**config.mk**
```make
export PLATFORM = sky130hd
export DESIGN_NAME = regfile_wr_arbiter
export DESIGN_NICKNAME = d
export VERILOG_FILES = /design/src/rtl/regfile_wr_arbiter.sv
export SDC_FILE = /design/constraint.sdc
export NUM_CORES = 1
export LEC_CHECK = 0
export CORE_MARGIN = 2
export CORE_UTILIZATION = 27
export DETAILED_ROUTE_END_ITERATION = 8
export PLACE_DENSITY_LB_ADDON = 0.05
export SLEW_MARGIN = 10
export SYNTH_ARGS = -nofsm -noshare
export SYNTH_HDL_FRONTEND = slang
export SYNTH_SLANG_ARGS = --single-unit
```
**constraint.sdc**
```tcl
create_clock -name Clk -period 2 [get_ports Clk]
set_input_delay 0.3 -clock Clk [delete_from_list [all_inputs] [get_ports Clk]]
set_output_delay 0.3 -clock Clk [all_outputs]
set_load 0.02 [all_outputs]
```
**src/rtl/regfile_wr_arbiter.sv**
```systemverilog
// Round-robin arbiter for the single register-file write port of a PE.
// One output stage holds the granted write and supplies RAW hazard/bypass info.
module regfile_wr_arbiter #(
  parameter int NREQ   = 4,
  parameter int AWIDTH = 3,
  parameter int DWIDTH = 32
) (
  input  logic                       Clk,
  input  logic                       Reset,
  input  logic                       Flush,
  input  logic                       Hold,
  input  logic [NREQ-1:0]            Req_Valid,
  input  logic [NREQ*AWIDTH-1:0]     Req_Addr,
  input  logic [NREQ*DWIDTH-1:0]     Req_Data,
  output logic [NREQ-1:0]            Req_Ready,
  output logic                       Rf_Write_En,
  output logic [AWIDTH-1:0]          Rf_Write_Addr,
  output logic [DWIDTH-1:0]          Rf_Write_Data,
  input  logic [AWIDTH-1:0]          Rd_Addr0,
  input  logic [AWIDTH-1:0]          Rd_Addr1,
  output logic                       Rd_Hazard0,
  output logic                       Rd_Hazard1,
  output logic [DWIDTH-1:0]          Bypass_Data,
  output logic [$clog2(NREQ)-1:0]    Grant_Id,
  output logic [15:0]                Conflict_Cnt
);
  localparam int PW = $clog2(NREQ);

  logic [NREQ-1:0][AWIDTH-1:0] req_addr;
  logic [NREQ-1:0][DWIDTH-1:0] req_data;

  for (genvar i = 0; i < NREQ; i++) begin : g_unpack
    assign req_addr[i] = Req_Addr[i*AWIDTH +: AWIDTH];
    assign req_data[i] = Req_Data[i*DWIDTH +: DWIDTH];
  end

  logic              stg_valid_q, stg_valid_d;
  logic [AWIDTH-1:0] stg_addr_q, stg_addr_d;
  logic [DWIDTH-1:0] stg_data_q, stg_data_d;
  logic [PW-1:0]     grant_id_q, grant_id_d;
  logic [PW-1:0]     ptr_q, ptr_d;
  logic [15:0]       cnt_q, cnt_d;

  logic [NREQ-1:0]   ready;
  logic [PW-1:0]     win;
  logic              xfer;
  logic              multi;
  int                idx;

  // Search from ptr_q upward, wrapping; the first valid index wins.
  always_comb begin
    ready = '0;
    win   = ptr_q;
    xfer  = 1'b0;
    idx   = 0;
    if (!Hold && !Flush) begin
      for (int k = 0; k < NREQ; k++) begin
        idx = int'(ptr_q) + k;
        if (idx >= NREQ) idx = idx - NREQ;
        if (!xfer && Req_Valid[idx]) begin
          xfer = 1'b1;
          win  = PW'(idx);
        end
      end
    end
    if (xfer) ready[win] = 1'b1;
  end

  // Two or more valid bits: clearing the lowest set bit leaves something.
  assign multi = |(Req_Valid & (Req_Valid - 1'b1));

  always_comb begin
    stg_valid_d = stg_valid_q;
    stg_addr_d  = stg_addr_q;
    stg_data_d  = stg_data_q;
    grant_id_d  = grant_id_q;
    ptr_d       = ptr_q;
    cnt_d       = cnt_q;
    if (Flush) begin
      stg_valid_d = 1'b0;
      ptr_d       = '0;
      cnt_d       = '0;
    end else if (xfer) begin
      stg_valid_d = 1'b1;
      stg_addr_d  = req_addr[win];
      stg_data_d  = req_data[win];
      grant_id_d  = win;
      ptr_d       = (win == PW'(NREQ-1)) ? '0 : win + 1'b1;
      if (multi && cnt_q != 16'hFFFF) cnt_d = cnt_q + 16'd1;
    end else if (!Hold) begin
      stg_valid_d = 1'b0;
    end
  end

  always_ff @(posedge Clk or negedge Reset) begin
    if (!Reset) begin
      stg_valid_q <= 1'b0;
      stg_addr_q  <= '0;
      stg_data_q  <= '0;
      grant_id_q  <= '0;
      ptr_q       <= '0;
      cnt_q       <= '0;
    end else begin
      stg_valid_q <= stg_valid_d;
      stg_addr_q  <= stg_addr_d;
      stg_data_q  <= stg_data_d;
      grant_id_q  <= grant_id_d;
      ptr_q       <= ptr_d;
      cnt_q       <= cnt_d;
    end
  end

  assign Req_Ready     = ready;
  assign Rf_Write_En   = stg_valid_q & ~Hold;
  assign Rf_Write_Addr = stg_addr_q;
  assign Rf_Write_Data = stg_data_q;
  assign Bypass_Data   = stg_data_q;
  // Hazards ignore Hold: a held write has still not reached the file.
  assign Rd_Hazard0    = stg_valid_q & (Rd_Addr0 == stg_addr_q);
  assign Rd_Hazard1    = stg_valid_q & (Rd_Addr1 == stg_addr_q);
  assign Grant_Id      = grant_id_q;
  assign Conflict_Cnt  = cnt_q;

endmodule

```
; ---- After elaboration in Yosys (flattened, before gate mapping)
; Index checks and enable logic that the tools add are counted.
[totals]
ff_bits = 56
latch_bits = 0
ram_bits = 0
mem_bits_ro = 0
inputBits = 154
n_memories = 0
[classes]
n_addsub = 10
mul = 0
div = 0
magnitude_cmp = 10
n_eq_ne = 5
n_shift = 0
muxes = 49
bitwise_logic = 6
reduce_logical = 16
[op_table]
columns = operator, count
row1 = $mux W32, 9
row2 = $lt A32 B4 Y1 const B, 4
row3 = $bmux W32 S2, 1
row4 = $mux W16, 3
row5 = $mux W1, 20
row6 = $add A16 B1 Y16 const B, 1
row7 = $mux W2, 8
row8 = $ne A16 B16 Y1 const B, 1
row9 = $sub A3 B3 Y4 const B, 3
row10 = $ge A3 B3 Y1 const B, 3
row11 = $bmux W1 S2, 4
row12 = $add A2 B2 Y3 const B, 2
row13 = $bmux W3 S2, 1
row14 = $eq A3 B3 Y1, 2
row15 = $logic_and A1 B1 Y1, 6
row16 = $logic_not A1 Y1, 5
row17 = $and A4 B4 Y4, 1
row18 = $mux W4, 1
row19 = $reduce_and A2 Y1, 2
row20 = $reduce_bool A2 Y1, 2
row21 = $reduce_or A4 Y1, 1
row22 = $sub A2 B3 Y4 const B, 1
row23 = $sub A4 B1 Y4 const B, 1
row24 = $add A2 B1 Y3 const B, 1
row25 = other kinds (10), 13

; ---- Depth between registers and ports, before layout
; Gate-level depths: netlist (run 1).
[logic_depth]
depth_word = 25
mapped_depth = 9

; ---- Worst setup path before layout (run 1)
; No wires, ideal clock.
[synth_timing]
kind = input -> output
startpoint = input Req_Valid[3]
endpoint = output Req_Ready[1]
arrival_ps = 1828
t_required_ps = 1700
path_slack_ps = -128
path_stages = 6
cell_sequence = buf_2 > nor4_1 > nand2b_1 > clkbuf_1 > buf_1 > nor4_1
[synth_between]
elab_chain_cells = 22
elab_cells_between_ends = 37
[synth_rtl]
columns = item, line_no
row1 = start: declaration, 12  ; input logic [NREQ-1:0] Req_Valid,
row2 = $bmux W1 S2, 60  ; if (!xfer && Req_Valid[idx]) begin
row3 = $mux W1 (not written as such) (2 in a row), 60
row4 = $mux W1, 60
row5 = $mux W1, 56  ; if (!Hold && !Flush) begin
row6 = $logic_not A1 Y1, 60
row7 = $logic_and A1 B1 Y1, 60
row8 = $mux W1, 60
row9 = $mux W1, 56
row10 = (+5 left out), --
row11 = $logic_and A1 B1 Y1, 60
row12 = $mux W2, 60
row13 = $mux W2, 56
row14 = $lt A2 B3 Y1 (not written as such) / $ge A2 B1 Y1 (equally long branches), 66  ; if (xfer) ready[win] = 1'b1;
row15 = $logic_and A1 B1 Y1 (not written as such), 66
row16 = $mux W1 (not written as such), 66
row17 = $demux W1 S2, 66
row18 = $mux W4 (*), 66
row19 = end: declaration, 15  ; output logic [NREQ-1:0] Req_Ready,
; Every way passes the cells marked *; elsewhere a longest branch is shown, timed or not. The select of a mux whose other input is x is not followed.

; ---- Final worst setup path (run 1)
[layout_timing]
startpoint = register ptr_q[1]
endpoint = register stg_data_q[1] (netlist: Bypass_Data[1])
[layout_between]
elab_chain_cells = 22
elab_cells_between_ends = 53
[layout_rtl]
columns = item, line_no
row1 = start: declaration, 41  ; logic [PW-1:0] ptr_q, ptr_d;
row2 = start signal: assignment, 108  ; ptr_q <= ptr_d;
row3 = $sub A2 B3 Y4 / $ge A2 B3 Y1 (equally long branches), 59  ; if (idx >= NREQ) idx = idx - NREQ;
row4 = $mux W32, 59
row5 = $mux W32, 56
row6 = $bmux W1 S2, 60
row7 = $mux W1 (not written as such) (2 in a row), 60
row8 = $mux W1, 60
row9 = $mux W1, 56
row10 = $logic_not A1 Y1, 60
row11 = (+5 left out), --
row12 = $mux W1, 60
row13 = $mux W1, 56
row14 = $logic_not A1 Y1, 60
row15 = $logic_and A1 B1 Y1, 60
row16 = $mux W2, 60
row17 = $mux W2, 56
row18 = $bmux W32 S2, 86  ; stg_data_d = req_data[win];
row19 = $mux W32 (not written as such), 86
row20 = end signal: assignment, 106  ; stg_data_q <= stg_data_d;
row21 = end: declaration, 39  ; logic [DWIDTH-1:0] stg_data_q, stg_data_d;
; Parallel ways exist; a longest one is shown, timed or not. The select of a mux whose other input is x is not followed.
; A chain may end at the register's enable or synchronous reset.

==> results of run 1 <==
==> flip-flops by register name, indices dropped and copies added (netlist names) <==
| register | flops |
|---|---|
| stg_valid_q | 1 |
| Bypass_Data | 32 |
| ptr_q | 2 |
| Conflict_Cnt | 16 |
| Grant_Id | 2 |
| Rf_Write_Addr | 3 |
==> synthesized netlist by cell type (3+ instances only) <==
master and instances:
a21oi_1 31, a221oi_1 17, a222oi_1 15, a2bb2oi_1 4, a31oi_1 18, and2_1 6
and3_1 7, and4_1 18, buf_1 3, buf_2 10, buf_4 35, clkbuf_1 16
dfrtp_1 56, inv_1 3, mux2_1 8, mux2_2 8, mux2i_1 4, nand2_1 23
nand3_1 4, nand4_1 9, nor2_1 45, nor2b_1 3, nor3_1 6, nor4_1 6
o21ai_0 6, o21ai_1 16, xnor2_1 6, xor2_1 13
==> how the worst max path moves through the flow <==
stage,cells after the start,endpoint,slack (ns),from
after global placement,8,Bypass_Data[1],-0.73,Req_Valid[2]
after detailed placement,8,Bypass_Data[1],-0.79,Req_Valid[2]
final,8,Bypass_Data[1],-0.08,ptr_q[1]
after floorplan,8,Req_Ready[3],-0.02,Hold
after CTS,6,Req_Ready[3],-0.1,ptr_q[1]
after global routing,8,Bypass_Data[1],-0.16,ptr_q[1]
==> layout by cell type (no fill, tap or decap), types with 4 or more instances in the layout <==
cell / n
nor2_1: 44
clkdlybuf4s50_1: 232
nand3_1: 4
a221oi_2: 12
buf_6: 9
dfrtp_1: 54
buf_4: 55
xnor2_1: 6
o21ai_1: 17
nand2_1: 22
nor3_1: 6
o21ai_0: 4
buf_2: 4
a222oi_1: 15
and4_1: 17
nand4_1: 9
a21oi_1: 27
nor4_4: 4
xor2_1: 13
and3_1: 7
a31oi_1: 14
buf_12: 6
mux2_4: 15
clkbuf_16: 5
and2_1: 5
a221oi_1: 5
==> kinds of logic after synthesis <==
family | count (synthesis) | synth area share (%)
compound gates | 121 | 22.61
buf+inv | 69 | 10.94
fa+ha+maj | 2 | 0.5897
xor+xnor | 19 | 4.358
simple gates | 135 | 19.04
flops | 56 | 36.70
mux | 20 | 5.767
==> through the flow <==
stage,instances,area (µm²)
CTS,861,7086
detailed placement,833,6561
global route,859,7262
finish,859,7262
global placement,833,6561
floorplan,422,3845
==> worst max-delay path, delay by kind of cell, from the launching register on <==
kind	cells	cell delay, ns
flops	1	0.46
compound gates	4	0.82
mux	1	0.29
buf+inv	3	0.39
==> routing by layer <==
| metal | global-route usage [%] | wire, µm | part of all wire [%] | vias to the layer above |
|---|---|---|---|---|
| met5 | 0 | 0 | 0 | - |
| met4 | 6.250 | 344 | 2.1 | 0 |
| met3 | 5.720 | 1015 | 6.3 | 22 |
| met2 | 36.36 | 8354 | 52 | 149 |
| met1 | 25.37 | 6481 | 40 | 2068 |
| li1 | - | - | - | 2080 |
==> power breakdown <==
group | total [µW] | internal [µW] | leakage [µW] | switching (µW)
combinational | 2860 | 1520 | 0.00222 | 1340
clock | 941 | 501 | 0.0000701 | 439
sequential | 1520 | 1320 | 0.000694 | 191
total | 5310 | 3340 | 0.00299 | 1970
==> area by class of cell <==
cell class | count | area share (%)
clock buffers | 7 | 1.964
clock inverters | 1 | 0.1034
repair buffers | 315 | 42.68
flip-flops and latches | 56 | 19.33
well taps | 180 | 3.101
multi-input cells | 297 | 32.63
inverters | 3 | 0.1895
==> repair_timing <==
action / in CTS / in global routing
gates resized for setup: 80 / 44
setup buffers: 17 / 0
gates cloned: 4 / 0
pin swaps: 29 / 19
setup endpoints to repair: 60 / 53
==> metrics.md, run 1 <==
| Metric | Value |
|---|---|
| Worst slew pin tran | `0.8015 ns` |
| MaxCap Viol Count | `0` |
| Gr usage total | `a little over a fifth` |
| Hold slack | `0.01262 ns` |
| Ys flop type | `dfrtp_1` |
| Via density | `slightly above 5` |
| Worst setup slack after placement | `-0.7854 ns` |
| Crit share post-route | `104.2%` |
| Final WL | `approximately 16000 µm` |
| Synth area leaders | `dfrtp_1 (37%), buf_4 (6.9%), nor2_1 (4.4%), and4_1 (4.1%), a21oi_1 (4.1%)` |
| Core Rows | `43` |
| Reg2reg setup slack | `-0.08 ns` |
| Die W | `122.9 µm` |
| Post-synth EDFFs | `0` |
| Reg area | `~0.0014 mm²` |
| Number of clock sinks | `between 50 and 60` |
| Register area share after synthesis | `36.70%` |
| Reg2reg start | `ptr_q[1]` |
| Largest net degree at the start of global routing | `54` |
| Leakage | `approximately 0.0030 µW` |
| Tot Pwr | `between 5000 and 6000 µW` |
| RSZ-0062 raised after global routing | `yes` |
| Die ar. | `0.01511 mm²` |
| Total CTS buffers | `5` |
| Cts hold-fix bufs | `0` |
| Fin util | `between 50 and 60%` |
| Pwr Density | `about 730 mW/mm²` |
| Worst Path Max Fanout | `5` |
| Max frequency | `~0.48 GHz` |
| Clk root buf | `clkbuf_16` |
| Via Count | `4319` |
| Fillers | `around 1300` |
| Req. time, crit path | `2.18 ns` |
| Fraction of registers with async set/reset | `100.0%` |
| Path depth of the worst reg2reg path | `8` |
| Synth cell types | `50` |
| # IOs | `approximately 250` |
| Fraction of layout instances using a drive strength above 1 | `22.97%` |
| Kind of critical path | `register to register` |
| #FFs+latches synth | `between 50 and 60` |
| Post-synth top area share | `36.70%` |
| Residual DRC count | `0` |
| CTS max path bufs | `2` |
| Core Footprint | `0.01383 mm²` |
| CP Launch Type | `register` |
| CTS tree | `built` |
| Final setup vio count | `13` |
| Final WS setup | `-0.08371 ns` |
| First-pass GRT wire length | `around 24000 µm` |
| DRT Pass-1 Iters | `6` |
| Violated checks | `setup timing` |
| Slew margin rel. | `around 46%` |
| Final Wtd Congestion | `0.8076` |
| Die Height | `122.9 µm` |
| Status | `complete, but fails checks` |
| Fin. Hold Viols | `0` |
| Clk_lat worst skew | `0.30 ns` |
| Peak supply drop | `just over 0.4 mV` |
| Mean post-synth cell area | `9.049 µm²` |
| CP max stage delay | `0.46 ns` |
| Tmin final | `2.084 ns` |
| Post-synth top area cell | `dfrtp_1` |
| Total gr overflow | `0` |
| Reg clk slew, reported paths | `about 0.070 ns` |
| Worst min path class | `primary input to asynchronous set/reset pin` |
| IO Port Bufs | `approximately 250` |
| Nets | `833` |
| Vias in the first global route | `4493` |
| Synthesized instance count | `422` |
| Area taken by multi-input logic gates | `0.002370 mm²` |
| Synth-to-Final Area Change | `90.17%` |
| Detail Placement HPWL | `11690 µm` |
| Antenna viol nets, final | `0` |
| Slowest-stage cell, CP | `dfrtp_2` |
| N_diodes | `0` |
| Layout Skew | `about 0.0046 ns` |
| Initial antenna violation count | `0` |
| CP endpoint kind | `register` |
| Cell breakdown of the critical path | `inv_4 > a21oi_4 > o32ai_4 > buf_6 > buf_12 > mux2_4 > a222oi_1 > o21ai_1` |
| Mapped cell area | `around 0.0038 mm²` |
| H-Tree Depth | `2` |
| FF-to-FF End | `Bypass_Data[1]` |
| Starting Density | `27.62%` |
| WL per Instance | `about 19 µm` |
| YS warnings | `0` |
| Critical path arrival | `2.26 ns` |
| Fin. max-slew vios | `0` |
| Setup TNS | `-0.4722 ns` |
| Iter 0 DRT Violations | `~220` |
| Synthesized net count | `577` |
Note: power is estimated with default switching activity, not from simulation.
==> run 2: changes to the inputs <==
--- a/config.mk
+++ b/config.mk
@@ -5,6 +5,8 @@
 export SDC_FILE = /design/constraint.sdc
 export NUM_CORES = 1
 export LEC_CHECK = 0
+export ABC_CLOCK_PERIOD_IN_PS = 2000
+export CAP_MARGIN = 20
 export CORE_MARGIN = 2
 export CORE_UTILIZATION = 27
 export DETAILED_ROUTE_END_ITERATION = 8
==> results of run 2 <==
The final DEF is identical to that of run 1; final timing and power are the same.
==> run 3: changes to the inputs <==
==> constraint.sdc (replaced) <==
create_clock -name Clk -period 2 [get_ports Clk]
set_input_delay 0.6 -clock Clk [delete_from_list [all_inputs] [get_ports Clk]]
set_output_delay 0.6 -clock Clk [all_outputs]
set_load 0.02 [all_outputs]
==> run 3 against run 2 <==
Net effect: largest cell class unchanged; the flow still finishes with violations (setup timing); cell area rose by 7.1%; critical path depth rose by 1; fmax fell by 13%; critical path type is now primary input to primary output; wire length rose by 4.7%.
==> metrics.md, run 3 (synthesis gave the netlist of run 1 again) <==
| Metric | Value |
|---|---|
| Status | `complete, but fails checks` |
| Violated checks | `setup timing` |
| Core Rows | `43` |
| Gr usage total | `21.66%` |
| Final Wtd Congestion | `roughly 0.8` |
| Die W | `around 120 µm` |
| Via Count | `4473` |
| Fin. Hold Viols | `0` |
| H-Tree Depth | `2` |
| Final std cells w/o fill | `883` |
| WL per Instance | `19.20 µm` |
| Worst min path class | `primary input to asynchronous set/reset pin` |
| Nets | `857` |
| MaxCap Viol Count | `0` |
| # IOs | `246` |
| Core Footprint | `0.01383 mm²` |
| Fraction of layout instances using a drive strength above 1 | `roughly 28%` |
| Leakage | `approximately 0.0034 µW` |
| Placed instance count | `837` |
| CTS max path bufs | `2` |
| CP Launch Type | `primary input` |
| Buf/Inv on CP | `5` |
| Vias in the first global route | `4459` |
| Crit share post-route | `119.6%` |
| Final WS setup | `-0.3911 ns` |
| RSZ-0062 raised after global routing | `yes` |
| Max reg flops | `32` |
| Critical path arrival | `1.79 ns` |
| Initial antenna violation count | `0` |
| FF-to-FF End | `Bypass_Data[0]` |
| Die Height | `122.9 µm` |
| Residual DRC count | `0` |
| Die ar. | `0.01511 mm²` |
| Crit-path leading delay family | `buffers and inverters` |
| Largest net degree at the start of global routing | `33` |
| CP endpoint kind | `primary output` |
| Clk_lat worst skew | `0.31 ns` |
| Final setup vio count | `34` |
| Reg2reg start | `ptr_q[1]` |
| Synth-to-Final Area Change | `103.7%` |
| Final WL | `16950 µm` |
| Max frequency | `0.4182 GHz` |
| Worst slew pin tran | `0.4674 ns` |
| Peak supply drop | `0.3655 mV` |
| Cell breakdown of the critical path | `buf_8 > buf_6 > nor2_4 > buf_4 > buf_6 > o211ai_1 > a21oi_4 > and2_4 > buf_6` |
| Detail Placement HPWL | `11840 µm` |
| Req. time, crit path | `about 1.4 ns` |
| Most frequent cells in the layout | `clkdlybuf4s50_1 (205), buf_4 (58), dfrtp_1 (53), nor2_1 (42), buf_6 (27)` |
| Commonest non-fill, non-tap cell in the layout | `clkdlybuf4s50_1` |
| Tot Pwr | `roughly 5500 µW` |
| CTS tree | `built` |
| Number of clock sinks | `56` |
| Slowest-stage cell, CP | `a21oi_4` |
| Final Instance Area | `0.007779 mm²` |
| CP max stage delay | `between 0.15 and 0.2 ns` |
| IO Port Bufs | `between 200 and 250` |
| Path depth of the worst reg2reg path | `9` |
| Hold slack | `0.2402 ns` |
| Clk root buf | `clkbuf_16` |
| Pwr Density | `approximately 710 mW/mm²` |
| Fin. max-slew vios | `0` |
| Placed cell areas | `0.006624 mm²` |
| Via density | `between 5 and 6` |
| Fin util | `between 50 and 60%` |
| Worst Path Max Fanout | `4` |
| Starting Density | `27.62%` |
| Total CTS buffers | `5` |
| N_diodes | `0` |
| Total gr overflow | `0` |
| Reg clk slew, reported paths | `0.07 ns` |
| Reg2reg setup slack | `-0.31 ns` |
| Iter 0 DRT Violations | `approximately 240` |
| Layout Skew | `0.008676 ns` |
| CP most frequent cell | `buf_6` |
| Tmin final | `2.391 ns` |
| Slew margin rel. | `68.67%` |
| First-pass GRT wire length | `24860 µm` |
| DRT Pass-1 Iters | `4` |
| Kind of critical path | `primary input to primary output` |
| Antenna viol nets, final | `0` |
run 3: cell count changes in the layout (fill, tap and decap cells not counted), moves of 4 or more:
cell,change
clkdlybuf4s50_1,-27
buf_6,+18
dlygate4sd2_1,+12
dlymetal6s2s_1,+10
nor3_1,-6
a221oi_2,-5
buf_12,+5
nor3_2,+5
a221oi_1,+4
buf_8,+4
run 3: report_power, final:
part           leakage, µW  switching (µW)  internal [µW]
clock network    0.0000772             444            503
logic              0.00260            1400           1610
registers         0.000692             206           1320
run 3: metrics by stage:
step / TNS (ns) / setup slack (ns)
finish: -7.219 / -0.3911
CTS: -6.067 / -0.3833
global route: -10.19 / -0.4565
detailed placement: -63.51 / -1.400
floorplan: -9.405 / -0.5014
global placement: -62.19 / -1.354
run 3: worst reg2reg max path: cells and delay by family (launching register included):
kind | cells | cell delay, ns
buf+inv | 4 | 0.59
flops | 1 | 0.44
compound gates | 4 | 0.83
mux | 1 | 0.33
run 3: metal layers:
metal | track usage [%] | share of wire, % | vias up
li1 | - | - | 2125
met1 | 27.47 | 40 | 2149
met2 | 37.47 | 51 | 177
met3 | 4.659 | 6.3 | 22
met4 | 5.244 | 1.9 | 0
met5 | 0 | 0 | -
run 3: area by class of cell:
cell class	instances	area [µm²]
fill	1231	6048
timing repair buffer	339	3483
multi-input combinational	297	2501
sequential	56	1405
tap	180	225.2
clock buffer	6	138.9
clock inverter	2	13.76
inverter	3	11.26
run 3: worst max path at each step:
stage | start | end | slack (ns) | cells after the start
4_1_cts | Hold | Req_Ready[3] | -0.38 | 8
3_3_place_gp | Req_Valid[1] | Req_Ready[3] | -1.35 | 7
3_5_place_dp | Req_Valid[1] | Conflict_Cnt[4] | -1.40 | 10
5_1_grt | ptr_q[0] | Req_Ready[3] | -0.46 | 5
6_report | Hold | Req_Ready[2] | -0.39 | 9
2_1_floorplan | Hold | Req_Ready[3] | -0.50 | 8
run 3: repair_timing:
item | 4_1_cts | 5_1_grt
hold buffers | 0 | 0
setup endpoints to repair | 72 | 69
cloned | 4 | 2
pin swaps | 33 | 40
resized for setup | 152 | 77
setup buffers | 22 | 16
